===== src/rtl/rob.sv =====
`default_nettype none
// ============================================================================
// Module      : rob
// Description : 32-entry reorder buffer. Allocates 5-bit tags at dispatch,
//               captures CDB results, serves operand lookups, retires in order.
// Revision    : 1.0 - initial release
// ============================================================================
module rob #(
    parameter int DEPTH  = 32,
    parameter int DATA_W = 32
) (
    input  logic              clock,
    input  logic              reset,
    input  logic              dispatch_valid,
    input  logic [4:0]        dispatch_dest,
    input  logic              dispatch_wr,
    output logic [4:0]        dispatch_tag,
    output logic              rob_full,
    output logic [5:0]        count,
    input  logic              cdb_valid,
    input  logic [4:0]        cdb_tag,
    input  logic [DATA_W-1:0] cdb_data,
    input  logic [4:0]        Rs_tag_rob,
    output logic              Rs_ready_rob,
    output logic [DATA_W-1:0] Rs_data_rob,
    input  logic [4:0]        Rt_tag_rob,
    output logic              Rt_ready_rob,
    output logic [DATA_W-1:0] Rt_data_rob,
    output logic              commit_valid,
    output logic [4:0]        commit_tag,
    output logic [4:0]        commit_dest,
    output logic              commit_wr,
    output logic [DATA_W-1:0] commit_data,
    input  logic              flush
);

    localparam logic [5:0] c_full_count = 6'(DEPTH);

    logic [DEPTH-1:0]  r_valid;
    logic [DEPTH-1:0]  r_ready;
    logic [DEPTH-1:0]  r_wr;
    logic [4:0]        r_dest [DEPTH];
    logic [DATA_W-1:0] r_data [DEPTH];
    logic [4:0]        r_head;
    logic [4:0]        r_tail;
    logic [5:0]        r_count;

    logic w_accept;
    logic w_commit;
    logic w_cdb_wr;
    logic w_head_valid;
    logic w_rs_hit;
    logic w_rs_byp;
    logic w_rt_hit;
    logic w_rt_byp;

    assign rob_full     = (r_count == c_full_count);
    assign count        = r_count;
    assign dispatch_tag = r_tail;

    // The tail entry is always invalid when not full, so allocation never
    // collides with a CDB write (which requires a valid target).
    assign w_accept     = dispatch_valid && !rob_full;
    assign w_cdb_wr     = cdb_valid && r_valid[cdb_tag];
    assign w_head_valid = r_valid[r_head];
    assign w_commit     = w_head_valid && r_ready[r_head] && !flush;

    assign commit_valid = w_commit;
    assign commit_tag   = w_head_valid ? r_head         : 5'd0;
    assign commit_dest  = w_head_valid ? r_dest[r_head] : 5'd0;
    assign commit_wr    = w_head_valid ? r_wr[r_head]   : 1'b0;
    assign commit_data  = w_head_valid ? r_data[r_head] : '0;

    always_comb begin
        w_rs_hit     = r_valid[Rs_tag_rob];
        w_rs_byp     = cdb_valid && (cdb_tag == Rs_tag_rob);
        Rs_ready_rob = w_rs_hit && (r_ready[Rs_tag_rob] || w_rs_byp);
        Rs_data_rob  = '0;
        if (w_rs_hit)
            Rs_data_rob = w_rs_byp ? cdb_data : r_data[Rs_tag_rob];
    end

    always_comb begin
        w_rt_hit     = r_valid[Rt_tag_rob];
        w_rt_byp     = cdb_valid && (cdb_tag == Rt_tag_rob);
        Rt_ready_rob = w_rt_hit && (r_ready[Rt_tag_rob] || w_rt_byp);
        Rt_data_rob  = '0;
        if (w_rt_hit)
            Rt_data_rob = w_rt_byp ? cdb_data : r_data[Rt_tag_rob];
    end

    always_ff @(posedge clock or posedge reset) begin
        if (reset) begin
            r_valid <= '0;
            r_ready <= '0;
            r_wr    <= '0;
            r_dest  <= '{default: '0};
            r_data  <= '{default: '0};
            r_head  <= 5'd0;
            r_tail  <= 5'd0;
            r_count <= 6'd0;
        end else if (flush) begin
            r_valid <= '0;
            r_head  <= 5'd0;
            r_tail  <= 5'd0;
            r_count <= 6'd0;
        end else begin
            if (w_cdb_wr) begin
                r_ready[cdb_tag] <= 1'b1;
                r_data[cdb_tag]  <= cdb_data;
            end
            if (w_accept) begin
                r_valid[r_tail] <= 1'b1;
                r_ready[r_tail] <= 1'b0;
                r_wr[r_tail]    <= dispatch_wr;
                r_dest[r_tail]  <= dispatch_dest;
                r_tail          <= r_tail + 5'd1;
            end
            if (w_commit) begin
                r_valid[r_head] <= 1'b0;
                r_head          <= r_head + 5'd1;
            end
            r_count <= r_count + 6'(w_accept) - 6'(w_commit);
        end
    end

endmodule
`default_nettype wire


===== config.mk =====
export PLATFORM = sky130hd
export DESIGN_NAME = rob
export DESIGN_NICKNAME = d
export VERILOG_FILES = /design/src/rtl/rob.sv
export SDC_FILE = /design/constraint.sdc
export NUM_CORES = 2
export LEC_CHECK = 0
export ABC_AREA = 0
export CORE_AREA = 2 2 397 399
export DETAILED_ROUTE_END_ITERATION = 16
export DIE_AREA = 0 0 399 401
export PLACE_DENSITY_LB_ADDON = 0.2
export SYNTH_ARGS = -nofsm -noshare
export SYNTH_HDL_FRONTEND = slang
export SYNTH_SLANG_ARGS = --single-unit

===== constraint.sdc =====
create_clock -name clock -period 53.8 [get_ports clock]
set_input_delay 10.76 -clock clock [delete_from_list [all_inputs] [get_ports clock]]
set_output_delay 10.76 -clock clock [all_outputs]
set_load 0.03 [all_outputs]

Yosys cells after proc, flatten, opt, wreduce, memory -nomap -nowiden
Index checks and enable logic that the tools add are counted.
{"block": "classes", "addsub": 4, "magnitude_cmp": 15, "n_eq_ne": 3, "n_mux": 61, "bitwise": 12, "n_reduce_logical": 21}
{"op": "$bwmux 1024", "count": 1}
{"op": "$mux 32", "count": 19}
{"op": "$bmux 32 s5", "count": 3}
{"op": "$bwmux 160", "count": 1}
{"op": "$demux 32 s5", "count": 1}
{"op": "$and 32x32->32", "count": 2}
{"op": "$not 32->32", "count": 2}
{"op": "$or 32x32->32", "count": 2}
{"op": "$mux 5", "count": 9}
{"op": "$bmux 1 s5", "count": 8}
{"op": "$bwmux 32", "count": 1}
{"op": "$ge 6x6->1 const B", "count": 5}
{"op": "$lt 5x6->1 const B", "count": 5}
{"op": "$not 5->6", "count": 5}
{"op": "$bmux 5 s5", "count": 1}
{"op": "$demux 5 s5", "count": 1}
{"op": "$demux 1 s5", "count": 3}
{"op": "$ge 5x1->1 const B", "count": 3}
{"op": "$logic_and 1x1->1", "count": 13}
{"op": "$lt 6x1->1 const B", "count": 2}
{"op": "$mux 1", "count": 12}
{"op": "$add 5x1->5 const B", "count": 2}
{"op": "$eq 5x5->1", "count": 2}
{"op": "$add 6x1->6", "count": 1}
{"op": "8 further kinds", "count": 12}
{"block": "totals", "reg_bits": 1296, "inputBits": 58, "out_inout_bits": 122, "word_cells": 186}

Logic depth before layout (Yosys ltp)
{"block": "depth", "depth_word": 10, "ltp_mapped": 18, "ltp_nobuf": 15}

Least setup slack after synthesis
No wires, ideal clock.
{"block": "synth_path", "path_kind": "input to output", "start": "in Rs_tag_rob[0]", "end": "out Rs_data_rob[20]", "t_arrival_ps": 13424, "required_time_ps": 43040, "slack_ps": 29616, "stages": 9, "path_buffers": 5, "cell_sequence": "buf_2 -> buf_2 -> buf_2 -> buf_2 -> buf_2 -> mux2i_1 -> a221oi_1 -> o21ai_0 -> a311oi_1"}
{"block": "synth_via", "elab_chain_len": 6, "elab_cells_between_ends": 10, "cone_classes": "1 x eq/ne; 7 x mux; 1 x bitwise; 1 x reduce/logical"}
{"element": "from (decl)", "line": "23", "source": "input logic [4:0] Rs_tag_rob,"}
{"element": "$not 5->6 (not written as such)", "line": "80", "source": "Rs_data_rob = w_rs_byp ? cdb_data : r_data[Rs_tag_rob];"}
{"element": "$bmux 32 s5", "line": "80"}
{"element": "$mux 32 (not written as such) (2 in a row)", "line": "80"}
{"element": "$mux 32", "line": "80"}
{"element": "$mux 32 (*)", "line": "79", "source": "if (w_rs_hit)"}
{"element": "to (decl)", "line": "25", "source": "output logic [DATA_W-1:0] Rs_data_rob,"}
Every way passes the cells marked *; elsewhere a longest branch is shown, timed or not. The select of a mux whose other input is x is not followed.

Worst setup path after layout
{"block": "layout_path", "start": "in Rs_tag_rob[0]", "end": "out Rs_data_rob[29]"}
Same word-level chain as after synthesis.

==> reports/metrics.csv <==
stage;metric;value;unit
routing;wl;280000;µm
global_routing;grtUsageTotal;35.1;%
synth;async_flop_share;100;%
worst_setup_path;r2r_setup_slack;48.05;ns
clock_network;root_buffer;clkbuf_16;
sta;relSlewSlack;9.92;%
power;p_switching;609;µW
global_routing;antenna_found_initial;9;
global_routing;grt_overflow;0;
routing;post-route-drc-count;0;
hold_path;hp-class;flip-flop to flip-flop;
power;peakVddDrop;0.0343;mV
synth;postSynthAreaPerCell;13.9;µm²
sta;postLayoutSetupSlackWorst;27.26;ns
global_routing;grt_max_degree;132;
power;comb_power_share;9.9;%
die;die_height;401;µm
sta;finalSetupTns;0;ns
placement;gp_congestion;0.857;
clock_network;tritoncts;done;
clock_network;clk_pin_slew;0.06;ns
worst_setup_path;cpPeakStageDelay;0.85;ns
die;placementRows;145;
clock_network;post_cts.resized_instances;0;
power;seqPwrFrac;43.9;%
worst_setup_path;crit_arrival;15.78;ns
placement;placed_area;80900;µm²
synth;mappedNetlistNets;5642;
clock_network;cts_buffers;148;
placement;dp_slack;27.29;ns
worst_setup_path;critical_path.startpoint_type;input port;
sta;hold_violations;0;
sta;finalSetupViolCount;0;
power;pwr_density_cell;26.6;nW/µm²
final_layout;finalCoreUtilization;55.2;%
synth;synthFlopType;dfrtp_1;
power;leakage;38.2;nW
synth;yosysUniqueCellTypes;67;
synth;ys_seq_area_share;41.9;%
final_layout;nNetsFinal;5531;
sta;period_needed;26.54;ns
flow_run;max_cap_violations;0;
sta;worst_pin_slew;1.35;ns
power;total_power;2.29;mW
clock_network;htreeDepth;4;
sta;rsz0062_at_grt;no;
worst_setup_path;endpoint_kind;output port;
placement;hpwlAfterDp;153000;µm
synth;synth_area;77500;µm²
power;intPower;1.68;mW
synth;yosysWarnings;0;
sta;skew;0.0409;ns
sta;drv_slew;0;
worst_setup_path;cp_cell_sequence;buf_8, buf_4, buf_4, mux4_2, mux4_2, a211oi_1, nor3_1, clkdlybuf4s50_1;
final_layout;syn_to_final_growth;11.0;%
outcome;status;finished, final reports clean;
routing;ant_nets;0;
final_layout;stdcell_count;7627;
sta;period_share;49.3;%
routing;wl_per_cell;36.7;µm
final_layout;final_area;86000;µm²
die;ios;180;
placement;portBuffers;179;
worst_setup_path;crit_required;43.04;ns
die;initial_core_util;49.8;%
sta;holdWs;0.500;ns
routing;drtIter0Drc;6561;
routing;vias_per_cell;7.25;
clock_network;clock_latency;0.85;ns
clock_network;postCtsSetupRepairBufs;0;
synth;synth_edf_count;0;
clock_network;clock_path_buffers;3;
power;pwr-share-clk;46.2;%
synth;synth-seq-cells;1296;
sta;fmax;37.7;MHz
power;swShare;26.6;%
global_routing;grt_pass1_vias;55100;
worst_setup_path;criticalPathCategory;input port to output port;
die;dieArea;160000;µm²
die;core-area;156000;µm²
final_layout;drive_gt1_share;44.5;%
placement;dp_cells;7364;
global_routing;grt_pass1_wl;404000;µm
worst_setup_path;path_max_fanout;78;
worst_setup_path;cp_slowest_cell;a211oi_1;
synth;synthCells;5567;
clock_network;cts_hold_buf;0;
clock_network;cts.sinks;1296;
die;die_x;399;µm
routing;drtPass1Iterations;8;
routing;via_count;55300;
==> synthesized netlist by cell type (22+ instances only) <==
cell      instances  area, µm²
a221o_1          35        350
dfrtp_1        1296      32400
nor2_1          154        578
nor2b_1          23        144
a211oi_1         31        233
a22o_1           22        193
a21oi_1         124        621
mux4_2          754      17000
a31oi_1          40        250
mux2i_1         334       3340
buf_2           195        976
mux2_2         1243      14000
clkbuf_1        326       1220
buf_1            55        206
nand2_1         188        706
nor3_1           90        450
inv_1            30        113
o21ai_0         137        686
a22oi_1         111        833
a221oi_1        107        937
==> registers in the layout, summed over array words and instances (netlist names) <==
signal        count
r_wr             32
r_head            5
dispatch_tag      5
r_dest          160
r_data         1024
r_ready          32
r_valid          32
count             6
==> final cells by class <==
| type | count | area (µm²) |
|---|---|---|
| diodes | 2 | 5.00 |
| clock buffers | 218 | 4360 |
| clock inverters | 43 | 751 |
| fillers | 12800 | 69700 |
| inverters | 34 | 141 |
| multi-input cells | 3646 | 42800 |
| flip-flops and latches | 1296 | 32400 |
| well taps | 2058 | 2570 |
| repair buffers | 330 | 2970 |
==> metal layers <==
layer,up-vias,routed length [µm],track usage (%)
met5,-,62,0
met4,8,16800,18.0
met3,844,29400,9.19
met2,3322,127000,52.6
met1,29400,107000,47.2
li1,21700,-,-
==> cells in the final DEF (no fill, tap or decap), types with 18 or more instances in the layout <==
cell | synthesis | routed
clkbuf_8 | 0 | 39
clkdlybuf4s50_1 | 0 | 169
nor3_1 | 90 | 86
nand3_1 | 21 | 20
a221oi_1 | 107 | 107
nand2_1 | 188 | 161
buf_4 | 8 | 153
mux2_2 | 1243 | 1243
o21ai_0 | 137 | 137
nor2b_1 | 23 | 20
a211oi_1 | 31 | 31
o22ai_1 | 18 | 18
a22o_1 | 22 | 22
a22oi_1 | 111 | 111
mux2i_1 | 334 | 332
nand2_4 | 0 | 27
mux4_2 | 754 | 754
a21oi_1 | 124 | 124
a31oi_1 | 40 | 40
inv_1 | 30 | 28
clkbuf_16 | 0 | 148
o211ai_1 | 18 | 18
clkbuf_1 | 326 | 31
nor2_1 | 154 | 143
clkinv_2 | 0 | 21
dfrtp_1 | 1296 | 1293
a311oi_1 | 20 | 20
a221o_1 | 35 | 35
==> power by group through the flow <==
| stage | Combinational [mW] | Sequential, mW | Clock, mW |
|---|---|---|---|
| detailed placement | 0.224 | 1.02 | 0 |
| finish | 0.226 | 1.00 | 1.06 |
| global route | 0.239 | 1.01 | 1.11 |
| CTS | 0.225 | 1.00 | 1.06 |
| floorplan | 0.140 | 1.02 | 0 |
| global placement | 0.222 | 1.02 | 0 |
==> worst max-delay path, delay by kind of cell <==
kind	cells	cell delay [ns]
simple gates	1	0.11
compound gates	1	0.85
mux	2	1.07
buf+inv	4	2.76
==> cells by family after synthesis <==
group | Yosys count | synth area share, %
AOI/OAI and AO/OA | 738 | 6.66
DFF | 1296 | 41.9
muxes | 2333 | 44.3
and+or+nand+nor | 539 | 3.18
buffers and inverters | 625 | 3.45
adders and majority gates | 17 | 0.284
xor gates and xnor gates | 19 | 0.215
==> worst paths after layout <==
| kind | to | from | depth (start not counted) |
|---|---|---|---|
| min reg2reg | r_dest[46] | r_dest[46] | 1 |
| min | r_dest[46] | r_dest[46] | 1 |
| max reg2reg | count[4] | r_head[1] | 17 |
| min in group asynchronous | count[4] | reset | 2 |
| max in group asynchronous | r_data[841] | reset | 8 |
| max | Rs_data_rob[29] | Rs_tag_rob[0] | 8 |
Power figures use the tool's default switching activity.
